==> config.mk <==
export PLATFORM = sky130hd
export DESIGN_NAME = ucsbece154a_mc_controller
export DESIGN_NICKNAME = d
export VERILOG_FILES = /design/src/rtl/ucsbece154a_pkg.sv /design/src/rtl/ucsbece154a_aludec.sv /design/src/rtl/ucsbece154a_mc_controller.sv
export SDC_FILE = /design/constraint.sdc
export NUM_CORES = 1
export LEC_CHECK = 0
export ABC_AREA = 1
export BUFFER_PORTS_ARGS = -buffer_cell sky130_fd_sc_hd__buf_2
export CAP_MARGIN = 5
export CORE_MARGIN = 4
export CORE_UTILIZATION = 45
export CTS_BUF_LIST = sky130_fd_sc_hd__clkbuf_8
export DETAILED_ROUTE_END_ITERATION = 16
export GPL_ROUTABILITY_DRIVEN = 0
export HOLD_SLACK_MARGIN = 0.05
export PLACE_DENSITY_LB_ADDON = 0.15
export SLEW_MARGIN = 0
export SYNTH_ARGS = -nofsm -noshare
export SYNTH_HDL_FRONTEND = slang
export SYNTH_HIERARCHICAL = 1
export SYNTH_SLANG_ARGS = --single-unit
==> constraint.sdc <==
create_clock -name clk -period 4.15 [get_ports clk]
set_input_delay 0.83 -clock clk [delete_from_list [all_inputs] [get_ports clk]]
set_output_delay 0.83 -clock clk [all_outputs]
set_load 0.02 [all_outputs]
==> src/rtl/ucsbece154a_pkg.sv <==
`default_nettype none
// ============================================================================
// Module      : ucsbece154a_pkg
// Description : Shared encodings for the multicycle RISC-V controller:
//               opcodes, funct3 values, ALU/result/immediate selects and the
//               FSM state type.
// Revision    : 1.0 - initial multicycle release
// ============================================================================
package ucsbece154a_pkg;

    // Opcodes
    localparam logic [6:0] c_OP_LW     = 7'b0000011;
    localparam logic [6:0] c_OP_SW     = 7'b0100011;
    localparam logic [6:0] c_OP_RTYPE  = 7'b0110011;
    localparam logic [6:0] c_OP_ITYPE  = 7'b0010011;
    localparam logic [6:0] c_OP_BRANCH = 7'b1100011;
    localparam logic [6:0] c_OP_JAL    = 7'b1101111;
    localparam logic [6:0] c_OP_LUI    = 7'b0110111;

    // funct3 values
    localparam logic [2:0] c_F3_ADDSUB = 3'b000;
    localparam logic [2:0] c_F3_SLT    = 3'b010;
    localparam logic [2:0] c_F3_OR     = 3'b110;
    localparam logic [2:0] c_F3_AND    = 3'b111;
    localparam logic [2:0] c_F3_BEQ    = 3'b000;
    localparam logic [2:0] c_F3_BNE    = 3'b001;

    // ALUOp from the main FSM to the ALU decoder
    localparam logic [1:0] c_ALUOP_ADD   = 2'b00;
    localparam logic [1:0] c_ALUOP_SUB   = 2'b01;
    localparam logic [1:0] c_ALUOP_OTHER = 2'b10;

    // ALUControl
    localparam logic [2:0] c_ALU_ADD = 3'b000;
    localparam logic [2:0] c_ALU_SUB = 3'b001;
    localparam logic [2:0] c_ALU_AND = 3'b010;
    localparam logic [2:0] c_ALU_OR  = 3'b011;
    localparam logic [2:0] c_ALU_SLT = 3'b101;

    // ResultSrc
    localparam logic [1:0] c_RES_ALUOUT    = 2'b00;
    localparam logic [1:0] c_RES_DATA      = 2'b01;
    localparam logic [1:0] c_RES_ALURESULT = 2'b10;
    localparam logic [1:0] c_RES_IMMEXT    = 2'b11;

    // ALU operand selects
    localparam logic [1:0] c_SRCA_PC    = 2'b00;
    localparam logic [1:0] c_SRCA_OLDPC = 2'b01;
    localparam logic [1:0] c_SRCA_RS1   = 2'b10;
    localparam logic [1:0] c_SRCB_RS2   = 2'b00;
    localparam logic [1:0] c_SRCB_IMM   = 2'b01;
    localparam logic [1:0] c_SRCB_FOUR  = 2'b10;

    // ImmSrc
    localparam logic [2:0] c_IMM_I = 3'b000;
    localparam logic [2:0] c_IMM_S = 3'b001;
    localparam logic [2:0] c_IMM_B = 3'b010;
    localparam logic [2:0] c_IMM_J = 3'b011;
    localparam logic [2:0] c_IMM_U = 3'b100;

    // FSM state encodings
    localparam logic [3:0] c_ST_FETCH    = 4'd0;
    localparam logic [3:0] c_ST_DECODE   = 4'd1;
    localparam logic [3:0] c_ST_MEMADR   = 4'd2;
    localparam logic [3:0] c_ST_MEMREAD  = 4'd3;
    localparam logic [3:0] c_ST_MEMWB    = 4'd4;
    localparam logic [3:0] c_ST_MEMWRITE = 4'd5;
    localparam logic [3:0] c_ST_EXECR    = 4'd6;
    localparam logic [3:0] c_ST_EXECI    = 4'd7;
    localparam logic [3:0] c_ST_ALUWB    = 4'd8;
    localparam logic [3:0] c_ST_BRANCH   = 4'd9;
    localparam logic [3:0] c_ST_JAL      = 4'd10;
    localparam logic [3:0] c_ST_LUI      = 4'd11;
    localparam logic [3:0] c_ST_ERROR    = 4'd12;

    typedef enum logic [3:0] {
        ST_FETCH    = c_ST_FETCH,
        ST_DECODE   = c_ST_DECODE,
        ST_MEMADR   = c_ST_MEMADR,
        ST_MEMREAD  = c_ST_MEMREAD,
        ST_MEMWB    = c_ST_MEMWB,
        ST_MEMWRITE = c_ST_MEMWRITE,
        ST_EXECR    = c_ST_EXECR,
        ST_EXECI    = c_ST_EXECI,
        ST_ALUWB    = c_ST_ALUWB,
        ST_BRANCH   = c_ST_BRANCH,
        ST_JAL      = c_ST_JAL,
        ST_LUI      = c_ST_LUI,
        ST_ERROR    = c_ST_ERROR
    } mc_state_t;

    // Immediate format selected purely by opcode; unknown opcodes fall back to I
    function automatic logic [2:0] imm_src(input logic [6:0] op);
        logic [2:0] imm;
        case (op)
            c_OP_LW, c_OP_ITYPE: imm = c_IMM_I;
            c_OP_SW:             imm = c_IMM_S;
            c_OP_BRANCH:         imm = c_IMM_B;
            c_OP_JAL:            imm = c_IMM_J;
            c_OP_LUI:            imm = c_IMM_U;
            default:             imm = c_IMM_I;
        endcase
        return imm;
    endfunction

endpackage
`default_nettype wire

==> src/rtl/ucsbece154a_aludec.sv <==
`default_nettype none
// ============================================================================
// Module      : ucsbece154a_aludec
// Description : Combinational ALU decoder. Turns the FSM's ALUOp plus the
//               instruction's funct3/funct7b5/op[5] into an ALUControl code.
// Revision    : 1.0 - initial multicycle release
// ============================================================================
module ucsbece154a_aludec
    import ucsbece154a_pkg::*;
(
    input  logic [1:0] i_aluop,
    input  logic [2:0] i_funct3,
    input  logic       i_funct7b5,
    input  logic       i_op5,
    output logic [2:0] o_alu_control
);

    // Fixed add/sub for address and compare work; funct-driven for ALU ops
    always_comb begin
        o_alu_control = c_ALU_ADD;
        case (i_aluop)
            c_ALUOP_ADD: o_alu_control = c_ALU_ADD;
            c_ALUOP_SUB: o_alu_control = c_ALU_SUB;
            c_ALUOP_OTHER: begin
                case (i_funct3)
                    // only R-type (op[5]=1) may select sub; addi ignores funct7b5
                    c_F3_ADDSUB: o_alu_control = (i_funct7b5 & i_op5) ? c_ALU_SUB : c_ALU_ADD;
                    c_F3_SLT:    o_alu_control = c_ALU_SLT;
                    c_F3_OR:     o_alu_control = c_ALU_OR;
                    c_F3_AND:    o_alu_control = c_ALU_AND;
                    default:     o_alu_control = c_ALU_ADD;
                endcase
            end
            default: o_alu_control = c_ALU_ADD;
        endcase
    end

endmodule
`default_nettype wire

==> src/rtl/ucsbece154a_mc_controller.sv <==
`default_nettype none
// ============================================================================
// Module      : ucsbece154a_mc_controller
// Description : Multicycle RISC-V control unit. One FSM sequences each
//               instruction; a main decoder drives datapath enables/selects,
//               an ImmSrc decoder follows the opcode, and the ALU decoder
//               sub-module produces ALUControl.
// Revision    : 1.0 - initial multicycle release
// ============================================================================
module ucsbece154a_mc_controller
    import ucsbece154a_pkg::*;
#(
    parameter bit MEM_HANDSHAKE = 1'b1,
    parameter bit EXT_BRANCH    = 1'b0
) (
    input  logic       clk,
    input  logic       reset,
    input  logic [6:0] op_i,
    input  logic [2:0] funct3_i,
    input  logic       funct7b5_i,
    input  logic       Zero_i,
    input  logic       MemReady_i,
    output logic       PCWrite_o,
    output logic       AdrSrc_o,
    output logic       MemWrite_o,
    output logic       IRWrite_o,
    output logic       RegWrite_o,
    output logic [1:0] ResultSrc_o,
    output logic [1:0] ALUSrcA_o,
    output logic [1:0] ALUSrcB_o,
    output logic [2:0] ImmSrc_o,
    output logic [2:0] ALUControl_o,
    output logic       Illegal_o,
    output logic       Retire_o
);

    mc_state_t  r_state_q;
    mc_state_t  w_state_d;
    mc_state_t  w_state;
    logic       r_illegal_q;
    logic       w_illegal_d;
    logic       w_ready;
    logic       w_pc_update;
    logic       w_branch;
    logic       w_is_bne;
    logic [1:0] w_alu_op;

    // While reset is held the outputs already look like an idle FETCH, so an
    // aborted state cannot leak a write enable into the reset cycle.
    assign w_state  = reset ? ST_FETCH : r_state_q;
    assign w_ready  = ~reset & (MEM_HANDSHAKE ? MemReady_i : 1'b1);
    assign w_is_bne = (funct3_i == c_F3_BNE);

    // Main decoder: Moore outputs per state, gated by ready where needed
    always_comb begin
        AdrSrc_o    = 1'b0;
        MemWrite_o  = 1'b0;
        IRWrite_o   = 1'b0;
        RegWrite_o  = 1'b0;
        ResultSrc_o = c_RES_ALUOUT;
        ALUSrcA_o   = c_SRCA_PC;
        ALUSrcB_o   = c_SRCB_RS2;
        w_alu_op    = c_ALUOP_ADD;
        w_pc_update = 1'b0;
        w_branch    = 1'b0;
        Retire_o    = 1'b0;
        case (w_state)
            ST_FETCH: begin
                ALUSrcB_o   = c_SRCB_FOUR;
                ResultSrc_o = c_RES_ALURESULT;
                IRWrite_o   = w_ready;
                w_pc_update = w_ready;
            end
            ST_DECODE: begin
                ALUSrcA_o = c_SRCA_OLDPC;
                ALUSrcB_o = c_SRCB_IMM;
            end
            ST_MEMADR: begin
                ALUSrcA_o = c_SRCA_RS1;
                ALUSrcB_o = c_SRCB_IMM;
            end
            ST_MEMREAD: begin
                AdrSrc_o = 1'b1;
            end
            ST_MEMWB: begin
                ResultSrc_o = c_RES_DATA;
                RegWrite_o  = 1'b1;
                Retire_o    = 1'b1;
            end
            ST_MEMWRITE: begin
                AdrSrc_o   = 1'b1;
                MemWrite_o = 1'b1;
                Retire_o   = w_ready;
            end
            ST_EXECR: begin
                ALUSrcA_o = c_SRCA_RS1;
                w_alu_op  = c_ALUOP_OTHER;
            end
            ST_EXECI: begin
                ALUSrcA_o = c_SRCA_RS1;
                ALUSrcB_o = c_SRCB_IMM;
                w_alu_op  = c_ALUOP_OTHER;
            end
            ST_ALUWB: begin
                RegWrite_o = 1'b1;
                Retire_o   = 1'b1;
            end
            ST_BRANCH: begin
                ALUSrcA_o = c_SRCA_RS1;
                w_alu_op  = c_ALUOP_SUB;
                w_branch  = 1'b1;
                Retire_o  = 1'b1;
            end
            ST_JAL: begin
                ALUSrcA_o   = c_SRCA_OLDPC;
                ALUSrcB_o   = c_SRCB_FOUR;
                w_pc_update = 1'b1;
            end
            ST_LUI: begin
                ResultSrc_o = c_RES_IMMEXT;
                RegWrite_o  = 1'b1;
                Retire_o    = 1'b1;
            end
            default: begin
                // ST_ERROR and unused encodings: everything stays quiet
            end
        endcase
    end

    // Branch resolves as taken when the compare matches the branch sense
    assign PCWrite_o = w_pc_update | (w_branch & (Zero_i ^ w_is_bne));

    assign ImmSrc_o  = imm_src(op_i);
    assign Illegal_o = r_illegal_q & ~reset;

    // Next-state logic
    always_comb begin
        w_state_d = w_state;
        case (w_state)
            ST_FETCH:    if (w_ready) w_state_d = ST_DECODE;
            ST_DECODE: begin
                case (op_i)
                    c_OP_LW, c_OP_SW: w_state_d = ST_MEMADR;
                    c_OP_RTYPE:       w_state_d = ST_EXECR;
                    c_OP_ITYPE:       w_state_d = ST_EXECI;
                    c_OP_BRANCH: begin
                        if ((funct3_i == c_F3_BEQ) || (EXT_BRANCH && w_is_bne))
                            w_state_d = ST_BRANCH;
                        else
                            w_state_d = ST_ERROR;
                    end
                    c_OP_JAL:         w_state_d = ST_JAL;
                    c_OP_LUI:         w_state_d = ST_LUI;
                    default:          w_state_d = ST_ERROR;
                endcase
            end
            ST_MEMADR:   w_state_d = (op_i == c_OP_SW) ? ST_MEMWRITE : ST_MEMREAD;
            ST_MEMREAD:  if (w_ready) w_state_d = ST_MEMWB;
            ST_MEMWB:    w_state_d = ST_FETCH;
            ST_MEMWRITE: if (w_ready) w_state_d = ST_FETCH;
            ST_EXECR:    w_state_d = ST_ALUWB;
            ST_EXECI:    w_state_d = ST_ALUWB;
            ST_ALUWB:    w_state_d = ST_FETCH;
            ST_BRANCH:   w_state_d = ST_FETCH;
            ST_JAL:      w_state_d = ST_ALUWB;
            ST_LUI:      w_state_d = ST_FETCH;
            ST_ERROR:    w_state_d = ST_ERROR;
            default:     w_state_d = ST_ERROR;
        endcase
    end

    // Illegal flag sets on the edge that enters ERROR and holds until reset
    assign w_illegal_d = r_illegal_q | (w_state_d == ST_ERROR);

    // State and sticky-flag registers
    always_ff @(posedge clk) begin
        if (reset) begin
            r_state_q   <= ST_FETCH;
            r_illegal_q <= 1'b0;
        end else begin
            r_state_q   <= w_state_d;
            r_illegal_q <= w_illegal_d;
        end
    end

    // ALU decoder
    ucsbece154a_aludec u_aludec (
        .i_aluop       (w_alu_op),
        .i_funct3      (funct3_i),
        .i_funct7b5    (funct7b5_i),
        .i_op5         (op_i[5]),
        .o_alu_control (ALUControl_o)
    );

endmodule
`default_nettype wire

==> flow_summary.json <==
{
  "layout_commonest_cell": "nand2_1",
  "area_growth_pct": 33.5,
  "grt_usage": 0.174,
  "antenna_cells": 0,
  "initial_core_util": 0.501,
  "dr.pass1.iters": 4,
  "yosys_warnings": 6,
  "dieHeight_um": 47,
  "dp_slack_ps": 931,
  "hpwlAfterDp_um": 1540,
  "clock_latency_ps": 210,
  "fin_nets": 193,
  "arrival_ps": 2380,
  "worstHoldStart": "r_illegal_q",
  "die_x_um": 47,
  "cts_setup_buffers": 0,
  "port_buffers": 33,
  "synth.avg_cell_area_um2": 4.96,
  "cp-start-kind": "input port",
  "whs_endpoint": "r_illegal_q",
  "timing.rr.end": "r_illegal_q",
  "worst-endpoint-required_ps": 3320,
  "critPathTopFamily": "simple AND/OR/NAND/NOR gates",
  "seqPwrFrac": 0.280,
  "cts_buffers": 3,
  "synth_top_family_by_area": "simple AND/OR/NAND/NOR gates",
  "synth.distinct_cells": 14,
  "drive_above_1_share": 0.229,
  "finalSetupViolations": 0,
  "final_cell_mix": "nand2_1, inv_1, buf_2",
  "die-area_mm2": 0.00221,
  "status": "complete, no violations",
  "p_leak_nw": 0.614,
  "finalHoldViolCount": 0,
  "ant_nets": 0,
  "fin_area_um2": 913,
  "rrSetupSlack_ps": 2870,
  "clk_pin_slew_ps": 30,
  "wl_um": 1750,
  "ctsHoldBuffers": 0,
  "drtIter0Drc": 19,
  "slew_violations": 0,
  "switching_power_w": 0.0000565,
  "hp-class": "flop to flop",
  "synth_seq_area_share": 0.146,
  "syn_area_um2": 684,
  "fillCellCount": 143,
  "synth_compound_area_frac": 0.0731,
  "netlist_instances": 138,
  "cts_buffer_depth": 2,
  "peakVddDrop_v": 0.000194,
  "swShare": 0.301,
  "grt_max_degree": 8,
  "worst_setup_path_end_kind": "output pin",
  "htree_levels": 1,
  "root_buffer": "clkbuf_8",
  "vias_per_cell": 4.88,
  "crit_path_cell_trace": "buf_2 -> inv_2 -> nand3_1 -> nor2_1 -> inv_1 -> ha_1 -> inv_1 -> nand4_1 -> nand3_1 -> buf_2",
  "via_count": 927,
  "wl_per_cell_um": 9.21,
  "comb_power_share": 0.269,
  "grt_pass1_wl_um": 2840,
  "critPathMaxFanout": 7,
  "clock.fmax_mhz": 312,
  "cts_tree": "built",
  "hold_depth": 2,
  "max_stage_delay_ps": 330,
  "synthSimpleGateAreaFrac": 0.558,
  "grt-ovfl-total": 0,
  "slowest_stage": "ha_1",
  "worstRegToRegCells": 8,
  "row_count": 13,
  "fin_ws_ps": 942,
  "p_clk_frac": 0.451,
  "grt_pass1_vias": 736,
  "fin_setup_tns_ps": 0,
  "synth_fa_ha_area_frac": 0.0366,
  "drc": 0,
  "finClkSkew_ps": 0.257,
  "synthMuxAreaShare": 0,
  "max_slew_margin": 0.796,
  "tightest_slew_ps": 305,
  "synth-seq-cells": 5,
  "rsz0062_at_grt": "no",
  "period_share": 0.773,
  "clock-sinks": 5,
  "cts_resized": 0,
  "synth-xor-area-share": 0,
  "power.density_mw_per_mm2": 206,
  "io-pin-count": 34,
  "crit_buf_inv": 5,
  "synth_nets": 155,
  "cap_violations": 0,
  "min_period_ps": 3210,
  "critPathKind": "input port to output pin",
  "hold-worst-slack_ps": 453,
  "antenna_found_initial": 0,
  "placed_area_um2": 868,
  "p_int_w": 0.000131,
  "fp.coreArea_mm2": 0.00137,
  "rr_startpoint": "r_state_q[2]"
}
power groups by stage:
stage	Clock, W	Combinational (W)	Sequential [W]
3_5_place_dp	0	0.0000507	0.0000532
6_report	0.0000847	0.0000505	0.0000526
5_1_grt	0.0000901	0.0000569	0.0000527
2_1_floorplan	0	0.0000311	0.0000528
4_1_cts	0.0000869	0.0000508	0.0000525
3_3_place_gp	0	0.0000498	0.0000532
metrics by stage:
stage / std cells / util / total power [W]
detailed placement: 186 / 0.636 / 0.000104
CTS: 190 / 0.668 / 0.000190
global placement: 186 / 0.636 / 0.000103
global route: 190 / 0.668 / 0.000200
floorplan: 138 / - / 0.0000839
finish: 190 / 0.668 / 0.000188
synthesized netlist by cell type:
cell type	number	area share
and3_1	1	0.0091
dfxtp_1	5	0.15
ha_1	2	0.037
inv_1	33	0.18
inv_2	1	0.0055
nand2_1	42	0.23
nand2_4	1	0.016
nand3_1	11	0.080
nand4_1	7	0.064
nor2_1	24	0.13
nor2_2	2	0.018
nor3_1	1	0.0073
o211ai_1	4	0.044
o21ai_0	4	0.029
cells by family after synthesis:
group | after synthesis
AOI/OAI and AO/OA | 8
and+or+nand+nor | 89
buffers and inverters | 34
DFF | 5
adders and majority gates | 2
how the worst max path moves through the flow:
stage | from | end | slack (ps) | depth (start not counted)
floorplan | reset | ALUControl_o[2] | 1200 | 8
global placement | reset | ALUControl_o[2] | 1030 | 10
detailed placement | reset | ALUControl_o[0] | 930 | 10
CTS | reset | ALUControl_o[0] | 930 | 10
global route | reset | ALUControl_o[2] | 740 | 10
finish | reset | ALUControl_o[0] | 940 | 10
area by class of cell:
cell class / count / area, um^2 / area share
multi-input cells: 99 / 457 / 0.500
repair buffers: 33 / 165 / 0.181
inverters: 34 / 128 / 0.140
flip-flops and latches: 5 / 100 / 0.110
clock buffers: 3 / 41.3 / 0.0452
well taps: 15 / 18.8 / 0.0205
clock inverters: 1 / 3.75 / 0.00411
tightest hold or removal path: cells and delay by family, from the launching register on:
kind,cells,cell delay [ps]
DFF,1,290
and+or+nand+nor,2,130
routing by layer:
layer / up-vias / wire length (um) / track usage
met3: 0 / 156 / 0.0115
met2: 33 / 766 / 0.301
li1: 496 / - / -
met5: - / 0 / 0
met4: 0 / 0 / 0.0663
met1: 398 / 826 / 0.223
sequential cells by signal, indices dropped and copies added (netlist names):
signal / count
r_state_q: 4
r_illegal_q: 1
Power figures use the tool's default switching activity.
